### config.mk
export PLATFORM = sky130hd
export DESIGN_NAME = timer_mch_regs
export DESIGN_NICKNAME = d
export VERILOG_FILES = /design/src/rtl/timer_pkg.sv /design/src/rtl/timer_cmp_ch.sv /design/src/rtl/timer_mch_regs.sv
export SDC_FILE = /design/constraint.sdc
export NUM_CORES = 2
export LEC_CHECK = 0
export BUFFER_PORTS_ARGS = -buffer_cell sky130_fd_sc_hd__buf_2
export CAP_MARGIN = 20
export CELL_PAD_IN_SITES_DETAIL_PLACEMENT = 0
export CELL_PAD_IN_SITES_GLOBAL_PLACEMENT = 1
export CORE_AREA = 2 2 284 286
export DETAILED_ROUTE_END_ITERATION = 16
export DIE_AREA = 0 0 286 288
export PLACE_DENSITY = 0.83
export SLEW_MARGIN = 20
export SYNTH_ARGS = -nofsm -noshare
export SYNTH_HDL_FRONTEND = slang
export SYNTH_SLANG_ARGS = --single-unit
### constraint.sdc
create_clock -name sys_clk -period 3.65 [get_ports sys_clk]
set_input_delay 0.5475 -clock sys_clk [delete_from_list [all_inputs] [get_ports sys_clk]]
set_output_delay 0.5475 -clock sys_clk [all_outputs]
set_load 0.05 [all_outputs]
### src/rtl/timer_pkg.sv
// Shared register map, field positions and helpers for the multi-channel timer register block.
package timer_pkg;

  localparam int unsigned OFF_TCR   = 32'h00;
  localparam int unsigned OFF_TDR0  = 32'h04;
  localparam int unsigned OFF_TDR1  = 32'h08;
  localparam int unsigned OFF_TIER  = 32'h0C;
  localparam int unsigned OFF_TISR  = 32'h10;
  localparam int unsigned OFF_THCSR = 32'h14;

  localparam int unsigned CH_BASE   = 32'h20;
  localparam int unsigned CH_STRIDE = 32'h10;

  localparam int unsigned TCR_TIMER_EN = 0;
  localparam int unsigned TCR_DIV_EN   = 1;
  localparam int unsigned TCR_DIV_LSB  = 8;
  localparam int unsigned DIV_W        = 4;
  localparam int unsigned DIV_MAX      = 8;
  localparam int unsigned DIV_RST      = 1;

  localparam int unsigned CMCR_CH_EN    = 0;
  localparam int unsigned CMCR_PERIODIC = 1;

  typedef enum logic [1:0] {
    CH_CMP_LO = 2'd0,
    CH_CMP_HI = 2'd1,
    CH_PER    = 2'd2,
    CH_CMCR   = 2'd3
  } ch_reg_e;

  typedef struct packed {
    logic [19:0]      rsvd_hi;
    logic [DIV_W-1:0] div_val;
    logic [5:0]       rsvd_lo;
    logic             div_en;
    logic             timer_en;
  } tcr_t;

  // Byte-granular merge of write data into an existing word.
  function automatic logic [31:0] strb_merge(input logic [31:0] old,
                                             input logic [31:0] wd,
                                             input logic [3:0]  strb);
    logic [31:0] res;
    res = old;
    for (int b = 0; b < 4; b++) begin
      if (strb[b]) res[8*b +: 8] = wd[8*b +: 8];
    end
    return res;
  endfunction

endpackage

### src/rtl/timer_cmp_ch.sv
// One compare channel: compare value, period, mode, edge detector and periodic reload.
module timer_cmp_ch
  import timer_pkg::*;
#(
  parameter int unsigned CNT_W = 64
) (
  input  logic             clk,
  input  logic             rst_n,
  input  logic [CNT_W-1:0] cnt,
  input  logic [31:0]      wdata,
  input  logic [3:0]       pstrb,
  input  logic             wr_lo,
  input  logic             wr_hi,
  input  logic             wr_per,
  input  logic             wr_cmcr,
  output logic [CNT_W-1:0] cmp,
  output logic [31:0]      per,
  output logic             ch_en,
  output logic             periodic,
  output logic             evt_c
);

  localparam int unsigned HW = CNT_W - 32;

  logic             match_c;
  logic             match_q;
  logic             en_clr_c;
  logic [CNT_W-1:0] cmp_base;
  logic [CNT_W-1:0] cmp_nxt;
  logic [31:0]      lo_m;
  logic [31:0]      hi_m;

  // Reload sum forms the base; strobed APB bytes then override it.
  always_comb begin
    match_c  = ch_en && (cnt == cmp);
    evt_c    = match_c && !match_q;
    en_clr_c = wr_cmcr && pstrb[0] && !wdata[CMCR_CH_EN];
    cmp_base = (evt_c && periodic) ? cmp + CNT_W'(per) : cmp;
    lo_m     = strb_merge(cmp_base[31:0], wdata, pstrb);
    hi_m     = strb_merge(32'(cmp_base[CNT_W-1:32]), wdata, pstrb);
    cmp_nxt  = cmp_base;
    if (wr_lo) cmp_nxt[31:0]       = lo_m;
    if (wr_hi) cmp_nxt[CNT_W-1:32] = hi_m[HW-1:0];
  end

  always_ff @(posedge clk or negedge rst_n) begin
    if (!rst_n) begin
      cmp      <= '1;
      per      <= '0;
      ch_en    <= 1'b0;
      periodic <= 1'b0;
      match_q  <= 1'b0;
    end else begin
      cmp     <= cmp_nxt;
      match_q <= en_clr_c ? 1'b0 : match_c;
      if (wr_per) per <= strb_merge(per, wdata, pstrb);
      if (wr_cmcr && pstrb[0]) begin
        ch_en    <= wdata[CMCR_CH_EN];
        periodic <= wdata[CMCR_PERIODIC];
      end
    end
  end

endmodule

### src/rtl/timer_mch_regs.sv
// APB register file for the multi-channel timer: decode, global registers, read mux and error logic.
// Optional TIMER_SNAPSHOT_EN: a TDR0 read latches the counter upper word for a coherent TDR1 read.
module timer_mch_regs
  import timer_pkg::*;
#(
  parameter int unsigned NCH    = 4,
  parameter int unsigned CNT_W  = 64,
  parameter int unsigned ADDR_W = 12
) (
  input  logic              sys_clk,
  input  logic              sys_rst_n,
  input  logic              wr_en,
  input  logic              rd_en,
  input  logic [ADDR_W-1:0] addr,
  input  logic [31:0]       wdata,
  input  logic [3:0]        pstrb,
  output logic [31:0]       rdata,
  output logic              pslverr,
  input  logic [CNT_W-1:0]  cnt,
  output logic              timer_en,
  output logic              div_en,
  output logic [3:0]        div_val,
  output logic              halt_reg,
  input  logic              halt_ack,
  output logic [1:0]        tdr_wr_sel,
  output logic [31:0]       wdata_cnt,
  output logic [NCH-1:0]    int_vec,
  output logic              tim_int
);

  localparam int unsigned HW = CNT_W - 32;

  logic hit_tcr, hit_tdr0, hit_tdr1, hit_tier, hit_tisr, hit_thcsr, hit_ch;
  logic map_ok, tcr_bad, wr_ok;
  logic [ADDR_W-1:0] ch_off, ch_idx;
  ch_reg_e           ch_reg;
  logic [1:0]        new_en;
  logic [DIV_W-1:0]  new_div;
  logic [NCH-1:0]    tier, tisr, tisr_clr, ch_wr, evt_v, ch_en_v, periodic_v;
  logic [CNT_W-1:0]  cmp_v [NCH];
  logic [31:0]       per_v [NCH];
  logic [CNT_W-1:0]  sel_cmp;
  logic [31:0]       sel_per;
  logic              sel_en, sel_pd;
  logic [HW-1:0]     cnt_hi;
  tcr_t              tcr_rd;

  // Address decode and access error checks.
  always_comb begin
    hit_tcr   = addr == ADDR_W'(OFF_TCR);
    hit_tdr0  = addr == ADDR_W'(OFF_TDR0);
    hit_tdr1  = addr == ADDR_W'(OFF_TDR1);
    hit_tier  = addr == ADDR_W'(OFF_TIER);
    hit_tisr  = addr == ADDR_W'(OFF_TISR);
    hit_thcsr = addr == ADDR_W'(OFF_THCSR);
    ch_off    = addr - ADDR_W'(CH_BASE);
    ch_idx    = ch_off / ADDR_W'(CH_STRIDE);
    ch_reg    = ch_reg_e'(ch_off[3:2]);
    hit_ch    = (addr >= ADDR_W'(CH_BASE)) && (ch_idx < ADDR_W'(NCH)) && (addr[1:0] == 2'b00);
    map_ok    = hit_tcr || hit_tdr0 || hit_tdr1 || hit_tier || hit_tisr || hit_thcsr || hit_ch;
    new_en    = pstrb[0] ? {wdata[TCR_DIV_EN], wdata[TCR_TIMER_EN]} : {div_en, timer_en};
    new_div   = pstrb[1] ? wdata[TCR_DIV_LSB +: DIV_W] : div_val;
    tcr_bad   = wr_en && hit_tcr &&
                ((new_div > DIV_W'(DIV_MAX)) ||
                 (timer_en && ((new_div != div_val) || (new_en[1] != div_en))));
    pslverr   = (wr_en || rd_en) && (!map_ok || tcr_bad);
    wr_ok     = wr_en && map_ok && !tcr_bad;
    tisr_clr  = (wr_ok && hit_tisr && pstrb[0]) ? wdata[NCH-1:0] : '0;
    ch_wr     = '0;
    for (int i = 0; i < int'(NCH); i++) begin
      ch_wr[i] = wr_ok && hit_ch && (ch_idx == ADDR_W'(i));
    end
  end

  assign tdr_wr_sel = {wr_ok && hit_tdr1, wr_ok && hit_tdr0};
  assign wdata_cnt  = wdata;

  for (genvar i = 0; i < int'(NCH); i++) begin : g_ch
    timer_cmp_ch #(.CNT_W(CNT_W)) u_ch (
      .clk      (sys_clk),
      .rst_n    (sys_rst_n),
      .cnt      (cnt),
      .wdata    (wdata),
      .pstrb    (pstrb),
      .wr_lo    (ch_wr[i] && (ch_reg == CH_CMP_LO)),
      .wr_hi    (ch_wr[i] && (ch_reg == CH_CMP_HI)),
      .wr_per   (ch_wr[i] && (ch_reg == CH_PER)),
      .wr_cmcr  (ch_wr[i] && (ch_reg == CH_CMCR)),
      .cmp      (cmp_v[i]),
      .per      (per_v[i]),
      .ch_en    (ch_en_v[i]),
      .periodic (periodic_v[i]),
      .evt_c    (evt_v[i])
    );
  end

  always_ff @(posedge sys_clk or negedge sys_rst_n) begin
    if (!sys_rst_n) begin
      timer_en <= 1'b0;
      div_en   <= 1'b0;
      div_val  <= DIV_W'(DIV_RST);
      halt_reg <= 1'b0;
      tier     <= '0;
      tisr     <= '0;
      int_vec  <= '0;
      tim_int  <= 1'b0;
    end else begin
      if (wr_ok && hit_tcr) begin
        timer_en <= new_en[0];
        div_en   <= new_en[1];
        div_val  <= new_div;
      end
      if (wr_ok && hit_tier && pstrb[0])  tier     <= wdata[NCH-1:0];
      if (wr_ok && hit_thcsr && pstrb[0]) halt_reg <= wdata[0];
      // A new event outranks a simultaneous W1C of the same bit.
      tisr    <= (tisr & ~tisr_clr) | evt_v;
      int_vec <= tisr & tier;
      tim_int <= |(tisr & tier);
    end
  end

`ifdef TIMER_SNAPSHOT_EN
  always_ff @(posedge sys_clk or negedge sys_rst_n) begin
    if (!sys_rst_n)             cnt_hi <= '0;
    else if (rd_en && hit_tdr0) cnt_hi <= cnt[CNT_W-1:32];
  end
`else
  assign cnt_hi = cnt[CNT_W-1:32];
`endif

  // Read mux; unmapped or idle reads return zero.
  always_comb begin
    sel_cmp = '0;
    sel_per = '0;
    sel_en  = 1'b0;
    sel_pd  = 1'b0;
    for (int i = 0; i < int'(NCH); i++) begin
      if (ch_idx == ADDR_W'(i)) begin
        sel_cmp = cmp_v[i];
        sel_per = per_v[i];
        sel_en  = ch_en_v[i];
        sel_pd  = periodic_v[i];
      end
    end
    tcr_rd = '{rsvd_hi: '0, div_val: div_val, rsvd_lo: '0, div_en: div_en, timer_en: timer_en};
    rdata  = '0;
    if (rd_en && map_ok) begin
      if (hit_tcr)        rdata = tcr_rd;
      else if (hit_tdr0)  rdata = cnt[31:0];
      else if (hit_tdr1)  rdata = 32'(cnt_hi);
      else if (hit_tier)  rdata = 32'(tier);
      else if (hit_tisr)  rdata = 32'(tisr);
      else if (hit_thcsr) rdata = {30'b0, halt_ack, halt_reg};
      else begin
        case (ch_reg)
          CH_CMP_LO: rdata = sel_cmp[31:0];
          CH_CMP_HI: rdata = 32'(sel_cmp[CNT_W-1:32]);
          CH_PER:    rdata = sel_per;
          CH_CMCR:   rdata = {30'b0, sel_pd, sel_en};
          default:   rdata = '0;
        endcase
      end
    end
  end

endmodule

Yosys cells after proc, flatten, opt, wreduce, memory -nomap -nowiden

Cells that the tools add are included.
W data, S select, Z words.

Muxes and demuxes: 75
Bitwise logic cells: 4
Reduce and logical (&&, ||, !) cells: 98
Multipliers: 0
Equality and inequality tests: 17
Magnitude comparators: 3
Add/sub/neg operators: 5
Divide/modulo/power cells: 0
Shifts and indexed selects: 0

Operator list:

| kind                    | count |
|---|---|
| $mux W32                | 19 |
| $mux W64                | 8 |
| $add A64 B32 Y64        | 4 |
| $eq A64 B64 Y1          | 4 |
| $mux W8                 | 32 |
| $pmux W32 S4            | 1 |
| $logic_and A1 B1 Y1     | 59 |
| $reduce_and A2 Y1       | 17 |
| $eq A12 B4 Y1 const B   | 2 |
| $eq A12 B5 Y1 const B   | 2 |
| $logic_not A12 Y1       | 2 |
| $eq A8 B2 Y1 const B    | 2 |
| $eq A12 B3 Y1 const B   | 1 |
| $ge A12 B6 Y1 const B   | 1 |
| $mux W1                 | 12 |
| $sub A12 B6 Y12 const B | 1 |
| $logic_or A1 B1 Y1      | 10 |
| $and A4 B4 Y4           | 2 |
| $eq A8 B1 Y1 const B    | 1 |
| $lt A8 B3 Y1 const B    | 1 |
| $mux W4                 | 2 |
| $logic_not A1 Y1        | 7 |
| $eq A2 B2 Y1 const B    | 2 |
| $gt A4 B4 Y1 const B    | 1 |
| other kinds (8)         | 9 |

Memories: 0
Output and inout bits: 79
ROM bits: 0
Bits in writable memories: 0
Logic and storage cells: 242
Input port bits: 117
Register bits after elaboration: 416
Latch bits: 0

Depth between registers and ports, before layout

Word-level depth: 15
Gate-level depth with buffers: 15
Gate-level depth less buffers: 13

Cells and area by module

A second synthesis with hierarchy kept.

Cell total of the unflattened synthesis: 4086
Area, all modules: 34828.4 µm²

By module, submodules not included:

| module                          | sequential area each (µm²) | area each (µm²) | cells an instance | instances |
|---|---|---|---|---|
| timer_cmp_ch (g_ch[0].u_ch ...) | 2557.5                     | 7114.3          | 788               | 2 |
| timer_cmp_ch (g_ch[2].u_ch)     | 2557.5                     | 7135.6          | 779               | 1 |
| timer_cmp_ch (g_ch[3].u_ch)     | 2557.5                     | 7056.8          | 782               | 1 |
| timer_mch_regs                  | 501.7                      | 6407.4          | 949               | 1 |

Worst setup path before layout

Ideal clock, no wire load.

Kind: input to output
From: input addr[5]
To: output rdata[1]
Path buffers: 5
Cell stages on the path: 14
Path slack: -935 ps
Arrival: 4037 ps
Path through: clkinv_1 clkbuf_1 ha_1 xnor2_1 and4_1 clkbuf_1 and3_1 clkbuf_1 clkbuf_1 clkbuf_1 a21oi_1 a32oi_1 a21oi_1 nor3_1

Word-level cells in the longest chain between the ends: 14
Elaborated cells between the ends (all ways): 42
Classes of those cells: add/sub (1); order compare (2); eq/ne (8); mux (20); reduce/logical (11)

RTL lines:

| element                                       | line                  | source |
|---|---|---|
| start, declared                               | timer_mch_regs.sv:14  | `input logic [ADDR_W-1:0] addr,` |
| $sub A12 B6 Y12                               | timer_mch_regs.sv:56  | `ch_off = addr - ADDR_W'(CH_BASE);` |
| $logic_not A12 Y1                             | timer_mch_regs.sv:138 | `if (ch_idx == ADDR_W'(i)) begin` |
| $mux W1 (tied with other cells) (4 in series) | timer_mch_regs.sv:138 |  |
| $pmux W32 S4                                  | timer_mch_regs.sv:155 | `case (ch_reg)` |
| $mux W32                                      | timer_mch_regs.sv:153 | `else if (hit_thcsr) rdata = {30'b0, halt_ack, halt_reg};` |
| $mux W32                                      | timer_mch_regs.sv:152 | `else if (hit_tisr) rdata = 32'(tisr);` |
| $mux W32                                      | timer_mch_regs.sv:151 | `else if (hit_tier) rdata = 32'(tier);` |
| $mux W32                                      | timer_mch_regs.sv:150 | `else if (hit_tdr1) rdata = 32'(cnt_hi);` |
| $mux W32                                      | timer_mch_regs.sv:149 | `else if (hit_tdr0) rdata = cnt[31:0];` |
| $mux W32                                      | timer_mch_regs.sv:148 | `if (hit_tcr) rdata = tcr_rd;` |
| $mux W32 *                                    | timer_mch_regs.sv:147 | `if (rd_en && map_ok) begin` |
| end, declared                                 | timer_mch_regs.sv:17  | `output logic [31:0] rdata,` |

Every way passes the cells marked *; elsewhere a longest branch is shown, timed or not.

Worst setup path in the final report

From: register g_ch[1].u_ch.cmp[7]
To: register g_ch[1].u_ch.cmp[62]

Word-level cells in the longest chain between the ends: 7
Elaborated cells between the ends (all ways): 8
Classes of those cells: add/sub (1); eq/ne (1); mux (3); reduce/logical (3)

RTL lines:

| element                                                                  | line               | source |
|---|---|---|
| start, declared                                                          | timer_cmp_ch.sv:16 | `output logic [CNT_W-1:0] cmp,` |
| start signal, assigned                                                   | timer_cmp_ch.sv:54 | `cmp <= cmp_nxt;` |
| parallel branches: the longest is 4 deep, another holds $add A64 B32 Y64 | n/a                |  |
| $mux W64 *                                                               | timer_cmp_ch.sv:38 | `cmp_base = (evt_c && periodic) ? cmp + CNT_W'(per) : cmp;` |
| $mux W8                                                                  | timer_pkg.sv:46    | `if (strb[b]) res[8*b +: 8] = wd[8*b +: 8];` |
| $mux W32 *                                                               | timer_cmp_ch.sv:43 | `if (wr_hi) cmp_nxt[CNT_W-1:32] = hi_m[HW-1:0];` |
| via g_ch[1].u_ch.cmp_nxt[62]                                             | timer_cmp_ch.sv:29 | `logic [CNT_W-1:0] cmp_nxt;` |

Mark *: on every way through the listed nets, which the timed path passes.
A chain may end at the register's enable or synchronous reset.

==> reports/qor.yml <==
status: "finished with violations"
violations: "negative setup slack"
crit_family: "compound AO/OA/AOI/OAI gates"
timing.hold.ws_ns: 0.307
num_rows: 104
area_growth_pct: 24.5
multi_input_area_um2: 22200
dpl-instance-area_um2: 39400
fin_ws_ns: -0.0154
slowest_stage: "dfstp_2"
drive_gt1_frac: 0.305
vias_per_cell: 6.23
crit_arrival_ns: 4.19
grtUsageTotal: 0.401
overflow: 0
critical-path-max-stage-delay_ns: 0.62
min_path_type: "primary input to flop"
ctsHtreeMaxLevel: 2
num_vias: 34900
syn_area_per_cell_um2: 8.44
cts_buffers: 50
gp_congestion: 1.08
setup_viol: 1
dieArea_um2: 82400
cts_tree: "done"
ys_async_sr_fraction: 1.00
core_area_um2: 79600
end_kind: "flop"
regArea_um2: 10700
period_share: 1.00
worstPathRequired_ns: 4.17
ys_seq_area_frac: 0.318
portBuffers: 195
grt_setup_unrepaired: "yes"
layout_min_cycle_time_ns: 3.67
top_regs: "g_ch.u_ch.cmp x256, g_ch.u_ch.per x128"
final_max_slew_viol_count: 0
syn_area_um2: 33800
synth.distinct_cells: 94
p_comb_frac: 0.125
grt_antenna_before_repair: 1
drt_first_pass_iters: 8
antenna_left: 0
crit_fanout: 4
synthCells: 4001
postLayoutCoreUtil: 0.528
wl_mm: 170
hpwlAfterDp_mm: 137
clock_skew_ns: 0.0365
die_width_um: 286
p_int_mw: 8.20
yosysWarningCount: 0
nNetsFinal: 4746
fillers: 7518
power_switching_mw: 3.25
synth_area_leader_cell: "dfstp_2"
fin_area_um2: 42100
ys.flop_type: "dfstp_2"
r2r_setup_slack_ns: -0.02
sw_frac_of_total: 0.284
avgRoutedWirePerCell_um: 30.4
io_pins: 196
synth-seq-cells: 416
power_density_nw_per_um2: 272
clk_path_buf_depth: 3
grt_pass1_wl_mm: 237
grt_max_degree: 79
start_util: 0.424
cp_cell_sequence: "ha_1 > nor4_1 > a2111oi_0 > o211ai_1 > a21oi_1 > buf_4 > o311ai_4 > o221a_2 > or3_4 > buf_4 > or3_1 > xnor2_1 > a21oi_1"
die_y_um: 288
clock_sinks: 416
finalHoldViolations: 0
relSlewSlack: 0.518
drv_cap: 0
cts.clk_slew.worst_paths_ns: 0.06
critPathBufInv: 2
drt_iter0_drc: 4311
critPathLaunchType: "flop"
root_buffer: "clkbuf_16"
yosysTopAreaCellShare: 0.200
synth_edf_count: 0
top_register: "g_ch.u_ch.cmp"
drc: 0
pwr-share-clk: 0.468
synth_area_leaders: "dfstp_2 (20%), dfrtp_1 (12%), xnor2_1 (7.5%)"
largest_reg_flops: 256
grt_pass1_vias: 32800
leakage_nw: 18.1
worst_pin_slew_ns: 0.723
path_class: "flop to flop"
vdd_ir_drop_max_v: 0.000327
synthesis.nets: 4251
insertion_delay_ns: 0.63
p_seq_frac: 0.407
fmax_mhz: 273
## kinds of logic (layout without fill, tap and decap cells)
| group | Yosys count | in the layout | synth area share |
|---|---|---|---|
| buf+inv | 393 | 930 | 0.0487 |
| compound gates | 1064 | 1064 | 0.196 |
| mux | 315 | 315 | 0.100 |
| fa+ha+maj | 133 | 133 | 0.0502 |
| flops | 416 | 416 | 0.318 |
| other cells | 0 | 1 | 0 |
| simple gates | 1263 | 1263 | 0.179 |
| xor+xnor | 417 | 417 | 0.108 |
## area by class of cell
type                    count  share of cell area
well taps                1060              0.0315
repair buffers            723               0.134
multi-input cells        3192               0.528
flip-flops and latches    416               0.255
inverters                 113              0.0101
diodes                      1           0.0000595
clock inverters            22             0.00631
clock buffers              72              0.0348
## placed cells by master (no fill, tap or decap), types with 126 or more instances in the layout
cell,n
a21oi_1,345
buf_2,167
buf_4,492
dfrtp_1,159
dfstp_2,257
ha_1,126
mux2_2,158
mux2i_1,154
nand2_1,311
nor2_1,381
o21ai_0,211
xnor2_1,287
xor2_1,126
## synthesized netlist by cell type (48+ instances only)
master	count
a21o_1	60
o22ai_1	78
xnor2_1	290
dfrtp_1	159
nor2_1	415
nand3_1	92
nor3_1	58
nand2b_1	56
nor2b_1	48
nand4_1	65
nand2_1	317
xor2_1	127
inv_1	107
dfstp_2	257
mux2i_1	154
ha_1	129
a21oi_1	350
mux2_2	158
clkbuf_1	207
o21ai_0	228
## final timing paths
check | from | end | depth (start not counted)
worst max register to register | g_ch[1].u_ch.cmp[7] | g_ch[1].u_ch.cmp[62] | 13
max in group asynchronous | sys_rst_n | g_ch[1].u_ch.cmp[3] | 4
worst max-delay path | g_ch[1].u_ch.cmp[7] | g_ch[1].u_ch.cmp[62] | 13
worst min-delay path | wdata[13] | g_ch[3].u_ch.cmp[13] | 3
min in group asynchronous | sys_rst_n | g_ch[3].u_ch.per[29] | 2
worst min register to register | g_ch[0].u_ch.match_q | tisr[0] | 1
## metal layers
layer	routed length (µm)	share of wire	global-route usage
met5	8	0.000047	0
met2	71400	0.42	0.597
met1	69600	0.41	0.532
met4	11900	0.070	0.229
met3	17400	0.10	0.0948
## worst reg2reg max path, cell delays in order, from the launching register on
cell and delay (ns):
dfstp_2 0.62, ha_1 0.22, nor4_1 0.09, a2111oi_0 0.43
o211ai_1 0.28, a21oi_1 0.21, buf_4 0.16, o311ai_4 0.12
o221a_2 0.29, or3_4 0.41, buf_4 0.16, or3_1 0.31
xnor2_1 0.13, a21oi_1 0.12
## through the flow
stage	std cells	TNS, ns	worst slack, ns	total power, mW
final	5599	-0.0154	-0.0154	11.4
after global placement	5480	-3.28	-0.249	6.07
after global routing	5598	-0.821	-0.165	11.7
after CTS	5575	0	0.000314	11.4
after detailed placement	5480	-5.63	-0.302	6.07
after floorplan	4001	0	0.0473	5.30
## timing repair
item                                    4_1_cts  5_1_grt
gates resized for setup                      50      108
hold buffers                                  1        0
pin swaps                                     8       50
hold endpoints to repair                      9        0
gates cloned                                  0        3
endpoints found under the setup margin       54      109
setup buffers                                 0       20
## power groups by stage
stage / Combinational [mW] / Clock, mW / Sequential (mW)
after floorplan: 0.580 / 0 / 4.72
after global placement: 1.35 / 0 / 4.72
after detailed placement: 1.34 / 0 / 4.72
after CTS: 1.35 / 5.40 / 4.65
after global routing: 1.45 / 5.59 / 4.65
final: 1.43 / 5.36 / 4.65
No activity file was read; power rests on OpenSTA's default activity.
